--- src/rtl/chord_ex_arbiter_if.sv ---
// Requester, response and ex_top job/result signals shared by chord_ex_arbiter.
// The slave modport is the arbiter's view; master is the view of the surrounding blocks.
interface chord_ex_arbiter_if #(
  parameter int WIDTH = 32
);
  logic             req0;
  logic             req1;
  logic [WIDTH-1:0] data0;
  logic [WIDTH-1:0] data1;
  logic             gnt0;
  logic             gnt1;
  logic             rsp_valid0;
  logic             rsp_valid1;
  logic [WIDTH-1:0] rsp_data;
  logic             rsp_err;
  logic [WIDTH-1:0] ex_out_interface;
  logic             ex_valid_out_interface;
  logic [WIDTH-1:0] ex_in_interface;
  logic             ex_valid_in_interface;

  modport slave (
    input  req0, req1, data0, data1, ex_in_interface, ex_valid_in_interface,
    output gnt0, gnt1, rsp_valid0, rsp_valid1, rsp_data, rsp_err,
           ex_out_interface, ex_valid_out_interface
  );

  modport master (
    output req0, req1, data0, data1, ex_in_interface, ex_valid_in_interface,
    input  gnt0, gnt1, rsp_valid0, rsp_valid1, rsp_data, rsp_err,
           ex_out_interface, ex_valid_out_interface
  );
endinterface

--- src/rtl/chord_ex_arbiter.sv ---
// Round-robin arbiter for two job sources sharing ex_top: forwards a fixed-length job,
// returns the results to the owner, and aborts jobs that ex_top never answers.
module chord_ex_arbiter #(
  parameter int WIDTH     = 32,
  parameter int IN_WORDS  = 1,
  parameter int OUT_WORDS = 1,
  parameter int TIMEOUT   = 1024
) (
  input  logic               clk,
  input  logic               reset,
  chord_ex_arbiter_if.slave  bus,
  output logic               stray
);

  localparam int WD_W = $clog2(TIMEOUT + 1);
  localparam logic [3:0]       IN_LAST    = 4'(IN_WORDS - 1);
  localparam logic [3:0]       OUT_LAST   = 4'(OUT_WORDS - 1);
  localparam logic [WD_W-1:0]  WD_LAST    = WD_W'(TIMEOUT - 1);
  localparam logic [WIDTH-1:0] ABORT_WORD = WIDTH'(32'hDEAD_0001);

  typedef enum logic [1:0] {IDLE, SEND, WAIT} state_t;

  state_t           state, state_n;
  logic             owner, owner_n;
  logic             last, last_n;
  logic [3:0]       in_cnt, in_cnt_n;
  logic [3:0]       out_cnt, out_cnt_n;
  logic [WD_W-1:0]  wd, wd_n;
  logic [WIDTH-1:0] ex_out, ex_out_n;
  logic             ex_valid, ex_valid_n;
  logic [WIDTH-1:0] rsp_data, rsp_data_n;
  logic             rsp_valid0, rsp_valid0_n;
  logic             rsp_valid1, rsp_valid1_n;
  logic             rsp_err, rsp_err_n;
  logic             stray_n;
  logic             gnt0_c, gnt1_c;
  logic             req_own;

  always_ff @(posedge clk) begin
    if (reset) begin
      state      <= IDLE;
      owner      <= 1'b0;
      last       <= 1'b1;
      in_cnt     <= '0;
      out_cnt    <= '0;
      wd         <= '0;
      ex_out     <= '0;
      ex_valid   <= 1'b0;
      rsp_data   <= '0;
      rsp_valid0 <= 1'b0;
      rsp_valid1 <= 1'b0;
      rsp_err    <= 1'b0;
      stray      <= 1'b0;
    end else begin
      state      <= state_n;
      owner      <= owner_n;
      last       <= last_n;
      in_cnt     <= in_cnt_n;
      out_cnt    <= out_cnt_n;
      wd         <= wd_n;
      ex_out     <= ex_out_n;
      ex_valid   <= ex_valid_n;
      rsp_data   <= rsp_data_n;
      rsp_valid0 <= rsp_valid0_n;
      rsp_valid1 <= rsp_valid1_n;
      rsp_err    <= rsp_err_n;
      stray      <= stray_n;
    end
  end

  always_comb begin
    state_n      = state;
    owner_n      = owner;
    last_n       = last;
    in_cnt_n     = in_cnt;
    out_cnt_n    = out_cnt;
    wd_n         = wd;
    ex_out_n     = ex_out;
    ex_valid_n   = 1'b0;
    rsp_data_n   = rsp_data;
    rsp_valid0_n = 1'b0;
    rsp_valid1_n = 1'b0;
    rsp_err_n    = 1'b0;
    stray_n      = stray;
    gnt0_c       = 1'b0;
    gnt1_c       = 1'b0;
    req_own      = owner ? bus.req1 : bus.req0;

    case (state)
      IDLE: begin
        if (bus.ex_valid_in_interface) stray_n = 1'b1;
        if (bus.req0 && bus.req1) begin
          owner_n = ~last;
          state_n = SEND;
        end else if (bus.req0) begin
          owner_n = 1'b0;
          state_n = SEND;
        end else if (bus.req1) begin
          owner_n = 1'b1;
          state_n = SEND;
        end
      end

      SEND: begin
        if (bus.ex_valid_in_interface) stray_n = 1'b1;
        gnt0_c = ~owner;
        gnt1_c = owner;
        if (req_own) begin
          ex_out_n   = owner ? bus.data1 : bus.data0;
          ex_valid_n = 1'b1;
          if (in_cnt == IN_LAST) begin
            in_cnt_n = '0;
            wd_n     = '0;
            state_n  = WAIT;
          end else begin
            in_cnt_n = in_cnt + 4'd1;
          end
        end
      end

      WAIT: begin
        // A result on the threshold cycle wins over the watchdog.
        if (bus.ex_valid_in_interface) begin
          rsp_data_n   = bus.ex_in_interface;
          rsp_valid0_n = ~owner;
          rsp_valid1_n = owner;
          wd_n         = '0;
          if (out_cnt == OUT_LAST) begin
            out_cnt_n = '0;
            last_n    = owner;
            state_n   = IDLE;
          end else begin
            out_cnt_n = out_cnt + 4'd1;
          end
        end else if (wd == WD_LAST) begin
          rsp_data_n   = ABORT_WORD;
          rsp_valid0_n = ~owner;
          rsp_valid1_n = owner;
          rsp_err_n    = 1'b1;
          out_cnt_n    = '0;
          last_n       = owner;
          state_n      = IDLE;
        end else begin
          wd_n = wd + WD_W'(1);
        end
      end

      default: state_n = IDLE;
    endcase
  end

  assign bus.gnt0                   = gnt0_c;
  assign bus.gnt1                   = gnt1_c;
  assign bus.ex_out_interface       = ex_out;
  assign bus.ex_valid_out_interface = ex_valid;
  assign bus.rsp_data               = rsp_data;
  assign bus.rsp_valid0             = rsp_valid0;
  assign bus.rsp_valid1             = rsp_valid1;
  assign bus.rsp_err                = rsp_err;

endmodule

--- src/flat_wrapper.sv ---
// flat-port wrapper written by rule: the top's interface ports become plain ports
module chord_ex_arbiter_flat 
#(
  parameter int WIDTH     = 32,
  parameter int IN_WORDS  = 1,
  parameter int OUT_WORDS = 1,
  parameter int TIMEOUT   = 1024
)
  (clk, reset, stray, bus_req0, bus_req1, bus_data0, bus_data1, bus_ex_in_interface, bus_ex_valid_in_interface, bus_gnt0, bus_gnt1, bus_rsp_valid0, bus_rsp_valid1, bus_rsp_data, bus_rsp_err, bus_ex_out_interface, bus_ex_valid_out_interface);
  chord_ex_arbiter_if #(.WIDTH(WIDTH)) bus_i ();
  input  logic clk;
  input  logic reset;
  output logic stray;
  input wire logic [$bits(bus_i.req0)-1:0] bus_req0;
  input wire logic [$bits(bus_i.req1)-1:0] bus_req1;
  input wire logic [$bits(bus_i.data0)-1:0] bus_data0;
  input wire logic [$bits(bus_i.data1)-1:0] bus_data1;
  input wire logic [$bits(bus_i.ex_in_interface)-1:0] bus_ex_in_interface;
  input wire logic [$bits(bus_i.ex_valid_in_interface)-1:0] bus_ex_valid_in_interface;
  output wire logic [$bits(bus_i.gnt0)-1:0] bus_gnt0;
  output wire logic [$bits(bus_i.gnt1)-1:0] bus_gnt1;
  output wire logic [$bits(bus_i.rsp_valid0)-1:0] bus_rsp_valid0;
  output wire logic [$bits(bus_i.rsp_valid1)-1:0] bus_rsp_valid1;
  output wire logic [$bits(bus_i.rsp_data)-1:0] bus_rsp_data;
  output wire logic [$bits(bus_i.rsp_err)-1:0] bus_rsp_err;
  output wire logic [$bits(bus_i.ex_out_interface)-1:0] bus_ex_out_interface;
  output wire logic [$bits(bus_i.ex_valid_out_interface)-1:0] bus_ex_valid_out_interface;
  assign bus_i.req0 = bus_req0;
  assign bus_i.req1 = bus_req1;
  assign bus_i.data0 = bus_data0;
  assign bus_i.data1 = bus_data1;
  assign bus_i.ex_in_interface = bus_ex_in_interface;
  assign bus_i.ex_valid_in_interface = bus_ex_valid_in_interface;
  assign bus_gnt0 = bus_i.gnt0;
  assign bus_gnt1 = bus_i.gnt1;
  assign bus_rsp_valid0 = bus_i.rsp_valid0;
  assign bus_rsp_valid1 = bus_i.rsp_valid1;
  assign bus_rsp_data = bus_i.rsp_data;
  assign bus_rsp_err = bus_i.rsp_err;
  assign bus_ex_out_interface = bus_i.ex_out_interface;
  assign bus_ex_valid_out_interface = bus_i.ex_valid_out_interface;
  chord_ex_arbiter #(.WIDTH(WIDTH), .IN_WORDS(IN_WORDS), .OUT_WORDS(OUT_WORDS), .TIMEOUT(TIMEOUT)) u_core (.clk(clk), .reset(reset), .bus(bus_i), .stray(stray));
endmodule
--- config.mk ---
export PLATFORM = sky130hd
export DESIGN_NAME = chord_ex_arbiter_flat
export DESIGN_NICKNAME = d
export VERILOG_FILES = /design/src/rtl/chord_ex_arbiter_if.sv /design/src/rtl/chord_ex_arbiter.sv /design/src/flat_wrapper.sv
export SDC_FILE = /design/constraint.sdc
export NUM_CORES = 1
export LEC_CHECK = 0
export CAP_MARGIN = 20
export CORE_UTILIZATION = 26
export DETAILED_ROUTE_END_ITERATION = 8
export DONT_BUFFER_PORTS = 1
export PLACE_DENSITY = 0.42
export SYNTH_ARGS = -nofsm -noshare
export SYNTH_HDL_FRONTEND = slang
export SYNTH_SLANG_ARGS = --single-unit
--- constraint.sdc ---
create_clock -name clk -period 2.1 [get_ports clk]
set_clock_uncertainty 0.05 [all_clocks]
set_input_delay 0.525 -clock clk [delete_from_list [all_inputs] [get_ports clk]]
set_output_delay 0.525 -clock clk [all_outputs]
set_load 0.03 [all_outputs]
==> flow_summary.yaml <==
run_status:
  status: "complete, no violations"
place:
  placed_cell_area_um2: 4250
  portBuffers: 0
  post-place-ws_ns: 0.144
  dp_hpwl_mm: 6.96
  gp_congestion: 0.766
global_route:
  use_met1: 0.146
  top_usage_layer: "met2"
  grt_pass1_vias: 2859
  grt_pass1_wl_mm: 15.3
  grt_start_max_net_pins: 68
  track_usage: 0.124
  met3_usage: 0.0586
  grt_overflow_total: 0
  antenna_found_initial: 0
  met2_usage: 0.194
yosys:
  synthTopCellsByArea: "dfxtp_1 46%, mux2i_1 8.7%, a211oi_1 6.5%"
  async_flop_share: 0
  syn-num-nets: 539
  ys_seq_elements: 92
  synth_enable_flop_cells: 0
  synthXorXnorAreaFrac: 0.00435
  syn_avg_cell_area_um2: 9.41
  synthCells: 428
  syn-cell-area_um2: 4030
  ys.warnings.count: 0
  synthDistinctLibCells: 50
  synth_top_family_by_area: "compound AO/OA/AOI/OAI gates"
  synthAdderAreaFrac: 0.0311
  synth-simple-area-share: 0.171
  synth_top_area_cell: "dfxtp_1"
  yosysSeqAreaShare: 0.457
  synth.area.mux_share: 0.0898
  ys.flop_type: "dfxtp_1"
  yosysTopAreaCellShare: 0.457
  synth_compound_area_frac: 0.196
routing:
  ant_nets: 0
  via_per_inst: 5.08
  drt-pass1-iter-count: 4
  drc: 0
  drt_iter0_markers: 104
  vias: 3124
  finalWirelength_mm: 9.85
  post_drt_wl_per_cell_um: 16.0
critical_path:
  end_kind: "primary output"
  critical_path.top_delay_family: "flip-flops"
  timing.rr.start: "u_core.state[0]"
  cp_slowest_cell: "dfxtp_1"
  cp_cell_sequence: "inv_1 > ha_2 > nor2b_1 > buf_4"
  worstPathMaxFanout: 9
  regToRegSetupSlack_ns: 0.16
  crit_start: "u_core.state[1]"
  required_ns: 1.52
  max_stage_delay_ns: 0.32
  start_kind: "flop"
  path_buf_inv: 2
  crit_type: "reg -> out"
  rr_worst_depth: 7
  arrival_ns: 1.43
  r2r_end: "u_core.out_cnt[3]"
sta:
  setup_tns_ns: 0
  slew_viol_final: 0
  slew_headroom: 0.732
  setup_viol: 0
  rsz0062_at_grt: "yes"
  fin_hold_ws_ns: 0.235
  hold_viol: 0
  period_share: 0.955
  worst_pin_slew_ns: 0.401
  setup_ws_ns: 0.0946
  period_needed_ns: 2.01
  fmax_mhz: 499
clock_tree:
  cts_root_buffer: "clkbuf_16"
  clk_path_buf_depth: 2
  insertion_delay_ns: 0.34
  clkSlewWorstSetupHoldPaths_ns: 0.06
  post_cts_buffers: 0
  cts_buffers: 9
  cts_num_sinks: 92
  cts_hold_buf: 0
  h-tree-depth: 3
  cts_tree: "done"
finish:
  drive_gt1_frac: 0.0984
  final_nets: 534
  diodes: 0
  final_common_cell: "dfxtp_1"
  layout_common_cells: "91 x dfxtp_1, 44 x nand2_1, 42 x nor2_1"
  n_fill_cell: 1552
  multi_input_area_um2: 1990
  ff_latch_area_um2: 1840
  syn_to_final_growth_pct: 13.3
  fin_area_um2: 4560
floorplan:
  placementRows: 45
  start_util: 0.266
  ioPinCount: 172
  dieHeight_um: 126
  die-area_um2: 16000
  dieWidth_um: 126
  fp.coreArea_um2: 15100
power:
  ir_drop_v: 0.000464
  power_density_nw_per_um2: 1200
  leakage_uw: 0.00156
worst_hold_path:
  hold_end: "u_core.bus.rsp_data[19]"
  hp-class: "in -> reg"
  whs_path_depth: 1
  hold_path_startpoint: "reset"
flow_run:
  maxCapViolCount: 0
-- per-stage QoR --
step	util	cells	total power, uW
floorplan	-	428	3510
global placement	0.281	600	3830
detailed placement	0.281	600	3850
CTS	0.300	615	5540
global route	0.301	615	5800
finish	0.301	615	5460
-- Yosys cell counts (2+ instances only) --
master,instances
or2b_1,2
or3_1,4
xnor2_1,2
nand4_1,2
ha_1,10
and4_1,3
nor3b_1,6
buf_1,2
clkbuf_1,12
nand3_1,10
buf_6,3
nor2_1,43
dfxtp_1,92
inv_1,12
o211ai_1,2
a22o_1,21
a211oi_1,35
buf_2,15
a31oi_1,14
nor3_1,3
a41oi_1,3
and2_1,6
nand2b_1,4
nor2b_1,3
mux2i_1,35
a21oi_1,7
o21ai_0,9
nor4_1,2
nand2_1,44
and3_1,2
-- power breakdown --
part	leakage (uW)	total [uW]	internal (uW)	switching, uW
Sequential	0.000747	2620	2000	619
Clock	0.000145	1650	955	694
Combinational	0.000664	1190	518	675
-- layout make-up --
class	instances	share of cell area
Inverter	12	0.00987
Tap cell	188	0.0516
Sequential cell	92	0.404
Clock inverter	5	0.0132
Multi-Input combinational cell	292	0.437
Timing Repair Buffer	16	0.0318
Clock buffer	10	0.0524
-- worst max-delay path by stage --
stage / endpoint / cells after the start / slack [ns]
2_1_floorplan: u_core.last / 6 / 0.32
3_3_place_gp: u_core.wd[1] / 6 / 0.22
3_5_place_dp: u_core.wd[3] / 6 / 0.14
4_1_cts: bus_gnt1 / 3 / 0.05
5_1_grt: bus_gnt0 / 4 / -0.03
6_report: bus_gnt0 / 4 / 0.09
-- registers in the layout (all words and copies together) (netlist names) --
name / count
u_core.bus.ex_out_interface: 32
u_core.bus.ex_valid_out_interface: 1
u_core.bus.rsp_data: 32
u_core.bus.rsp_err: 1
u_core.bus.rsp_valid0: 1
u_core.bus.rsp_valid1: 1
u_core.in_cnt: 4
u_core.last: 1
u_core.out_cnt: 4
u_core.owner: 1
u_core.state: 2
u_core.stray: 1
u_core.wd: 11
-- timing repair --
| item | in CTS | in global routing |
|---|---|---|
| setup endpoints to repair | 2 | 10 |
| cloned | 0 | 0 |
| gates resized for setup | 1 | 4 |
-- metal layers --
metal	up-vias	part of all wire	routed length, um
met1	1431	0.43	4270
li1	1540	-	-
met4	0	0.014	136
met5	-	0	0
met3	10	0.099	977
met2	143	0.45	4460
-- cell families (layout without fill, tap and decap cells) --
logic type / Yosys count / in the layout
flops: 92 / 92
simple gates: 140 / 140
buf+inv: 44 / 43
mux: 36 / 36
compound gates: 104 / 104
xor+xnor: 2 / 2
fa+ha+maj: 10 / 10
Power figures use the tool's default switching activity.
